--- src/rtl/pc_sequencer_if.sv ---
// Fetch-side bundle between the PC sequencer, the PC register and instruction memory.
// The sequencer is the master; the PC / imem side is the slave.
interface pc_sequencer_if;
  logic        imem_req;
  logic        imem_ack;
  logic        En_PC;
  logic        stall_pc;
  logic        PC_Change;
  logic [31:0] PC_Addr;
  logic        flush_if;

  modport master (
    output imem_req,
    output En_PC,
    output stall_pc,
    output PC_Change,
    output PC_Addr,
    output flush_if,
    input  imem_ack
  );

  modport slave (
    input  imem_req,
    input  En_PC,
    input  stall_pc,
    input  PC_Change,
    input  PC_Addr,
    input  flush_if,
    output imem_ack
  );
endinterface

--- src/rtl/pc_sequencer.sv ---
// Program-counter sequencer: boot, fetch, redirect and halt/resume control of the PC.
// Define PC_SEQ_TRAP_EN to add trap handling (trap_req/trap_pc in, epc/cause out).
module pc_sequencer #(
  parameter logic [31:0] RESET_VECTOR = 32'h0000_0000,
  parameter int unsigned BOOT_CYCLES  = 4,
  parameter logic [31:0] MTVEC        = 32'h0000_0100
) (
  input  logic           CLK,
  input  logic           rst_n,
  pc_sequencer_if.master pc_bus,
  input  logic           stall_hz,
  input  logic           ex_redir,
  input  logic [31:0]    ex_target,
  input  logic           halt_req,
  input  logic           resume,
`ifdef PC_SEQ_TRAP_EN
  input  logic           trap_req,
  input  logic [31:0]    trap_pc,
  output logic [31:0]    epc,
  output logic [1:0]     cause,
`endif
  output logic           halted,
  output logic [1:0]     seq_state
);

  localparam logic [1:0] ST_BOOT  = 2'd0;
  localparam logic [1:0] ST_RUN   = 2'd1;
  localparam logic [1:0] ST_REDIR = 2'd2;
  localparam logic [1:0] ST_HALT  = 2'd3;

  function automatic logic [31:0] align_word(input logic [31:0] addr);
    return addr & 32'hFFFF_FFFC;
  endfunction

  localparam int              CNT_W     = (BOOT_CYCLES > 1) ? $clog2(BOOT_CYCLES) : 1;
  localparam logic [CNT_W-1:0] BOOT_LAST = CNT_W'(BOOT_CYCLES - 1);
  localparam logic [31:0]     RESET_TGT = align_word(RESET_VECTOR);
  localparam logic [31:0]     TRAP_TGT  = align_word(MTVEC);

  logic [1:0]       state_r;
  logic [1:0]       state_nxt_s;
  logic [CNT_W-1:0] cnt_r;
  logic [CNT_W-1:0] cnt_nxt_s;
  logic [31:0]      tgt_r;
  logic [31:0]      tgt_nxt_s;
  logic             pend_r;
  logic             pend_nxt_s;
  logic             trap_s;

  logic             imem_req_s;
  logic             en_pc_s;
  logic             stall_pc_s;
  logic             pc_change_s;
  logic [31:0]      pc_addr_s;
  logic             flush_if_s;
  logic             halted_s;

`ifdef PC_SEQ_TRAP_EN
  logic [31:0] epc_r;
  logic [31:0] epc_nxt_s;
  logic [1:0]  cause_r;
  logic [1:0]  cause_nxt_s;

  // Trap classification: an external request outranks a misaligned redirect target
  always_comb begin
    trap_s      = 1'b0;
    epc_nxt_s   = epc_r;
    cause_nxt_s = cause_r;
    if ((state_r == ST_RUN) || (state_r == ST_HALT)) begin
      if (trap_req) begin
        trap_s      = 1'b1;
        epc_nxt_s   = trap_pc;
        cause_nxt_s = 2'd1;
      end else if (ex_redir && (ex_target[1:0] != 2'b00)) begin
        trap_s      = 1'b1;
        epc_nxt_s   = ex_target;
        cause_nxt_s = 2'd2;
      end else begin
        trap_s      = 1'b0;
      end
    end else begin
      trap_s = 1'b0;
    end
  end

  // Trap record registers
  always_ff @(posedge CLK or negedge rst_n) begin
    if (!rst_n) begin
      epc_r   <= 32'h0000_0000;
      cause_r <= 2'd0;
    end else begin
      epc_r   <= epc_nxt_s;
      cause_r <= cause_nxt_s;
    end
  end

  assign epc   = epc_r;
  assign cause = cause_r;
`else
  assign trap_s = 1'b0;
`endif

  // Next-state selection and combinational drive of the PC controls
  always_comb begin
    state_nxt_s = state_r;
    cnt_nxt_s   = cnt_r;
    tgt_nxt_s   = tgt_r;
    pend_nxt_s  = pend_r;
    imem_req_s  = 1'b0;
    en_pc_s     = 1'b0;
    stall_pc_s  = 1'b0;
    pc_change_s = 1'b0;
    pc_addr_s   = 32'h0000_0000;
    flush_if_s  = 1'b0;
    halted_s    = 1'b0;
    case (state_r)
      ST_BOOT: begin
        if (cnt_r == BOOT_LAST) begin
          state_nxt_s = ST_REDIR;
          cnt_nxt_s   = {CNT_W{1'b0}};
          tgt_nxt_s   = RESET_TGT;
        end else begin
          cnt_nxt_s   = cnt_r + CNT_W'(1);
        end
      end
      ST_RUN: begin
        imem_req_s = 1'b1;
        if (trap_s) begin
          tgt_nxt_s   = TRAP_TGT;
          flush_if_s  = 1'b1;
          state_nxt_s = ST_REDIR;
        end else if (ex_redir) begin
          // Redirect wins over ack, stall and halt; the fetched word is wrong-path
          tgt_nxt_s   = align_word(ex_target);
          flush_if_s  = 1'b1;
          state_nxt_s = ST_REDIR;
        end else begin
          stall_pc_s = stall_hz;
          en_pc_s    = pc_bus.imem_ack;
          if (halt_req) begin
            state_nxt_s = ST_HALT;
          end else begin
            state_nxt_s = ST_RUN;
          end
        end
      end
      ST_REDIR: begin
        en_pc_s     = 1'b1;
        pc_change_s = 1'b1;
        pc_addr_s   = tgt_r;
        pend_nxt_s  = 1'b0;
        if (halt_req) begin
          state_nxt_s = ST_HALT;
        end else begin
          state_nxt_s = ST_RUN;
        end
      end
      ST_HALT: begin
        halted_s = 1'b1;
        if (trap_s) begin
          tgt_nxt_s  = TRAP_TGT;
          pend_nxt_s = 1'b1;
          flush_if_s = 1'b1;
        end else if (ex_redir) begin
          tgt_nxt_s  = align_word(ex_target);
          pend_nxt_s = 1'b1;
        end else begin
          pend_nxt_s = pend_r;
        end
        // A redirect arriving with resume is latched first, so pend_nxt_s decides
        if (resume) begin
          if (pend_nxt_s) begin
            state_nxt_s = ST_REDIR;
          end else begin
            state_nxt_s = ST_RUN;
          end
        end else begin
          state_nxt_s = ST_HALT;
        end
      end
      default: begin
        state_nxt_s = ST_BOOT;
        cnt_nxt_s   = {CNT_W{1'b0}};
        tgt_nxt_s   = RESET_TGT;
        pend_nxt_s  = 1'b0;
      end
    endcase
  end

  // Sequencer state; reset returns to BOOT and discards any pending redirect
  always_ff @(posedge CLK or negedge rst_n) begin
    if (!rst_n) begin
      state_r <= ST_BOOT;
      cnt_r   <= {CNT_W{1'b0}};
      tgt_r   <= RESET_TGT;
      pend_r  <= 1'b0;
    end else begin
      state_r <= state_nxt_s;
      cnt_r   <= cnt_nxt_s;
      tgt_r   <= tgt_nxt_s;
      pend_r  <= pend_nxt_s;
    end
  end

  assign pc_bus.imem_req  = imem_req_s;
  assign pc_bus.En_PC     = en_pc_s;
  assign pc_bus.stall_pc  = stall_pc_s;
  assign pc_bus.PC_Change = pc_change_s;
  assign pc_bus.PC_Addr   = pc_addr_s;
  assign pc_bus.flush_if  = flush_if_s;
  assign halted           = halted_s;
  assign seq_state        = state_r;

endmodule

--- src/flat_wrapper.sv ---
// flat-port wrapper written by rule: the top's interface ports become plain ports
module pc_sequencer_flat 
#(
  parameter logic [31:0] RESET_VECTOR = 32'h0000_0000,
  parameter int unsigned BOOT_CYCLES  = 4,
  parameter logic [31:0] MTVEC        = 32'h0000_0100
)
  (CLK, rst_n, stall_hz, ex_redir, ex_target, halt_req, resume, halted, seq_state, pc_bus_imem_req, pc_bus_En_PC, pc_bus_stall_pc, pc_bus_PC_Change, pc_bus_PC_Addr, pc_bus_flush_if, pc_bus_imem_ack);
  pc_sequencer_if pc_bus_i ();
  input  logic CLK;
  input  logic rst_n;
  input  logic stall_hz;
  input  logic ex_redir;
  input  logic [31:0] ex_target;
  input  logic halt_req;
  input  logic resume;
  output logic halted;
  output logic [1:0] seq_state;
  output wire logic [$bits(pc_bus_i.imem_req)-1:0] pc_bus_imem_req;
  output wire logic [$bits(pc_bus_i.En_PC)-1:0] pc_bus_En_PC;
  output wire logic [$bits(pc_bus_i.stall_pc)-1:0] pc_bus_stall_pc;
  output wire logic [$bits(pc_bus_i.PC_Change)-1:0] pc_bus_PC_Change;
  output wire logic [$bits(pc_bus_i.PC_Addr)-1:0] pc_bus_PC_Addr;
  output wire logic [$bits(pc_bus_i.flush_if)-1:0] pc_bus_flush_if;
  input wire logic [$bits(pc_bus_i.imem_ack)-1:0] pc_bus_imem_ack;
  assign pc_bus_imem_req = pc_bus_i.imem_req;
  assign pc_bus_En_PC = pc_bus_i.En_PC;
  assign pc_bus_stall_pc = pc_bus_i.stall_pc;
  assign pc_bus_PC_Change = pc_bus_i.PC_Change;
  assign pc_bus_PC_Addr = pc_bus_i.PC_Addr;
  assign pc_bus_flush_if = pc_bus_i.flush_if;
  assign pc_bus_i.imem_ack = pc_bus_imem_ack;
  pc_sequencer #(.RESET_VECTOR(RESET_VECTOR), .BOOT_CYCLES(BOOT_CYCLES), .MTVEC(MTVEC)) u_core (.CLK(CLK), .rst_n(rst_n), .pc_bus(pc_bus_i), .stall_hz(stall_hz), .ex_redir(ex_redir), .ex_target(ex_target), .halt_req(halt_req), .resume(resume), .halted(halted), .seq_state(seq_state));
endmodule
--- config.mk ---
export PLATFORM = sky130hd
export DESIGN_NAME = pc_sequencer_flat
export DESIGN_NICKNAME = d
export VERILOG_FILES = /design/src/rtl/pc_sequencer_if.sv /design/src/rtl/pc_sequencer.sv /design/src/flat_wrapper.sv
export SDC_FILE = /design/constraint.sdc
export NUM_CORES = 1
export LEC_CHECK = 0
export BUFFER_PORTS_ARGS = -buffer_cell sky130_fd_sc_hd__buf_2
export CAP_MARGIN = 20
export CORE_MARGIN = 3
export CORE_UTILIZATION = 34
export CTS_CLUSTER_SIZE = 24
export DETAILED_ROUTE_END_ITERATION = 8
export GPL_TIMING_DRIVEN = 0
export PLACE_DENSITY = 0.69
export SLEW_MARGIN = 20
export SYNTH_ARGS = -nofsm -noshare
export SYNTH_HDL_FRONTEND = slang
export SYNTH_SLANG_ARGS = --single-unit
export TNS_END_PERCENT = 30
--- constraint.sdc ---
create_clock -name CLK -period 2.8 [get_ports CLK]
set_input_delay 0.42 -clock CLK [delete_from_list [all_inputs] [get_ports CLK]]
set_output_delay 0.42 -clock CLK [all_outputs]
set_load 0.005 [all_outputs]
# After elaboration in Yosys (flattened, before gate mapping)
# Index checks and enable logic that the tools add are counted.
# W data, S select, Z words.
# totals
reg_bits	37
inputBits	39
# op_classes
addsub	1
n_eq_ne	6
n_mux	23
reduce_logical	5
# ops
operator	n
$mux W32	3
$pmux W32 S2	1
$mux W2	6
$mux W1	10
$pmux W2 S4	1
$eq A2 B2 Y1 const B	3
$ne A2 B1 Y1 const B	2
$pmux W1 S2	2
$reduce_bool A2 Y1	2
$reduce_and A3 Y1	1
$add A2 B1 Y2 const B	1
$eq A2 B1 Y1 const B	1
$logic_not A2 Y1	1
$reduce_or A2 Y1	1

# Depth between registers and ports, before layout
# depth
depth_word	5
ltp_mapped	6
depth_no_buf	5

# Least setup slack after synthesis
# Ideal clock, no wire load.
# synth_timing
path_type	register to output
from	register u_core.state_r[0], in the netlist u_core.seq_state[0]
to	output port pc_bus_PC_Addr[10]
arrival_time_ns	1.190
required_ns	2.380
path_slack_ns	1.190
path_stages_with_launch	6
n_path_buf	1
cell_sequence	dfrtp_1 > inv_1 > ha_1 > inv_1 > clkbuf_1 > nor2_1
# synth_via
elab_chain_cells	2
# synth_rtl
item	line_no	source
start: declaration	pc_sequencer.sv:40	logic [1:0] state_r;
start signal: assignment	pc_sequencer.sv:198	state_r <= state_nxt_s;
$eq A2 B2 Y1	pc_sequencer.sv:116	case (state_r)
$mux W32	pc_sequencer.sv:116	
end: declaration	flat_wrapper.sv:23	output wire logic [$bits(pc_bus_i.PC_Addr)-1:0] pc_bus_PC_Addr;
# Every way passes these cells.

# Final worst setup path
# Same ends and word-level chain as after synthesis.

==> metrics.md <==
| Metric | Value |
|---|---|
| Status | `completed` |
| Reg clk slew, reported paths | `60 ps` |
| P&R area growth vs syn | `28.9%` |
| Count leader, synth | `dfrtp_1` |
| Initial Util | `35.8%` |
| Post-DR wirelength/cell | `10.9 microns` |
| Max_cap viols | `0` |
| Clock buffer depth | `2` |
| Synth top area share | `46.7%` |
| Main synth FF type | `dfrtp_1` |
| First-pass GRT wire length | `6390 microns` |
| Overflow after GRT | `0` |
| Cell area after layout | `0.00242 sq mm` |
| Hold crit path type | `input pin to asynchronous set/reset pin` |
| Util after Layout | `46.2%` |
| # IOs | `79` |
| FILL cells | `518` |
| Critical path class | `flop to output port` |
| Worst Setup End Kind | `output port` |
| Row cnt | `26` |
| CP max FO | `10` |
| Register area | `876 sq um` |
| Number of DRC markers in iteration 0 | `84` |
| Cells after Synth | `200` |
| H-Tree Depth | `2` |
| Initial antenna violation count | `0` |
| Area of the multi-input gates | `768 sq um` |
| Clk_skew | `2.53 ps` |
| DRC violations left | `0` |
| Placed Instances | `345` |
| Post-synthesis register bit count | `35` |
| Unique masters post-synth | `25` |
| Worst-margin pin slew | `745 ps` |
| Fmax | `448 MHz` |
| WL final | `3840 microns` |
| Post_cts resized | `0` |
| Core ar. | `0.00524 sq mm` |
| Hold-fix buffers, CTS | `0` |
| Seq/Total Area, Yosys | `46.7%` |
| Die height | `80.3 microns` |
| GP Congestion | `0.752` |
| Num CTS Buffers | `5` |
| CTS tree | `built` |
| Post-synth top area cell | `dfrtp_1` |
| Share of layout cells above drive strength 1 | `32.2%` |
| Crit path DAT | `1810 ps` |
| Max-slew headroom | `50.4%` |
| DRT Pass-1 Iters | `4` |
| Post-synth ARST share | `100%` |
| Antenna Nets Post-Route | `0` |
| Hold Fails Final Rpt | `0` |
| Largest net degree at the start of global routing | `36` |
| CTS root buf | `clkbuf_8` |
| Power Density | `1100 mW/mm^2` |
| I/O Buffers | `74` |
| Top post-synthesis cells by count | `35 x dfrtp_1, 34 x inv_1, 34 x nor2_1` |
| Period utilisation layout | `79.8%` |
| Final setup violation count | `0` |
| CP startpoint kind | `flop` |
| Worst skew pair latency | `270 ps` |
| RSZ-0062 raised after global routing | `no` |
| Final #Nets | `327` |
| Vias in the first global route | `1,445` |
| GRT Total Usage | `12.8%` |
| Setup tns final | `0 ps` |
| Layout Cells excl Fill | `353` |
| Post-Syn Area per Cell | `9.38 sq um` |
| Cell Area, Placed | `0.00234 sq mm` |
| Hpwl dp | `2970 microns` |
| Cell Area, Synth | `0.00188 sq mm` |
| Synth area leaders | `dfrtp_1 47%, mux2i_1 17%, inv_1 6.8%` |
| EDFF count, synth | `0` |
| Crit path required time | `2380 ps` |
| Tmin final | `2230 ps` |
| Vias | `1,513` |
| Leak pwr | `0.00140 uW` |
| Post-CTS Setup Inserts | `0` |
| DP Worst Slack | `791 ps` |
| Via/cell ratio | `4.29` |
| # diodes | `0` |
| CTS Sinks | `35` |
| Synth warn | `0` |
| Final Max Slew Viols | `0` |
| Die ar. | `0.00645 sq mm` |
| Chip Width | `80.3 microns` |
| Worst VDD drop | `0.464 mV` |
| Setup ws final | `566 ps` |
## layout by cell type (no fill, tap or decap), drive strengths merged
cell type / instances
a2111oi: 1
a21boi: 1
a21oi: 3
and2: 2
buf: 81
clkbuf: 10
clkinv: 1
conb: 2
dfrtp: 35
dlymetal6s2s: 1
ha: 6
inv: 34
mux2: 1
mux2i: 31
nand2: 30
nand2b: 1
nor2: 35
nor2b: 3
o211ai: 1
o21ai: 2
o32a: 1
or2: 1
## stage by stage
| stage | total power, uW | hold WS, ps |
|---|---|---|
| after floorplan | 1960 | 124 |
| after global placement | 2350 | 471 |
| after detailed placement | 2390 | 482 |
| after CTS | 2730 | 237 |
| after global routing | 2930 | 276 |
| final | 2670 | 206 |
## sequential cells by signal, summed over array words and instances, names as in the netlist
| register | flops |
|---|---|
| u_core.tgt_r | 30 |
| u_core.seq_state | 2 |
| u_core.cnt_r | 2 |
| u_core.pend_r | 1 |
## worst paths after layout
check / cells past startpoint / from / end / slack, ps
setup / recovery: 6 / u_core.seq_state[0] / pc_bus_PC_Addr[10] / 570
hold / removal: 1 / rst_n / u_core.tgt_r[24] / 210
setup reg to reg: 6 / u_core.seq_state[1] / u_core.tgt_r[18] / 1110
hold reg to reg: 1 / u_core.cnt_r[0] / u_core.cnt_r[0] / 480
max in group asynchronous: 1 / rst_n / u_core.cnt_r[0] / 2110
min in group CLK: 3 / ex_target[5] / u_core.tgt_r[5] / 370
## logic make-up (layout without fill, tap and decap cells)
logic type,count (synthesis),after routing,share of synthesized area [%]
AND/OR/NAND/NOR,72,72,15.5
adder cells (fa/ha/maj),6,6,4.00
flip-flops,35,35,46.7
AO/OA/AOI/OAI,9,9,3.93
buffers and inverters,45,127,12.6
other,1,2,0.200
multiplexers,32,32,17.1
## per-layer routing
metal / vias up / share of wire, % / GRT usage, %
li1: 770 / - / -
met5: - / 0 / 0
met2: 45 / 49 / 21.8
met1: 691 / 43 / 15.6
met3: 7 / 6.1 / 3.25
met4: 0 / 1.1 / 4.56
## power breakdown
group / total (uW) / internal [uW] / switching, uW
Combinational: 1550 / 734 / 820
Sequential: 782 / 713 / 68.8
Clock: 332 / 174 / 157
## critical path: stages (launching register included)
cell	delay, ps
dfrtp_1	390
inv_1	100
ha_1	260
inv_1	140
clkbuf_1	400
nor2_1	100
buf_2	140
## cell type report
class,instances,area share (%)
clock buffer,7,3.15
clock inverter,1,0.207
sequential,35,36.2
buffer,11,4.50
tap,70,3.62
multi-input combinational,121,31.7
inverter,34,5.27
timing repair buffer,74,15.3
Note: power is estimated with default switching activity, not from simulation.
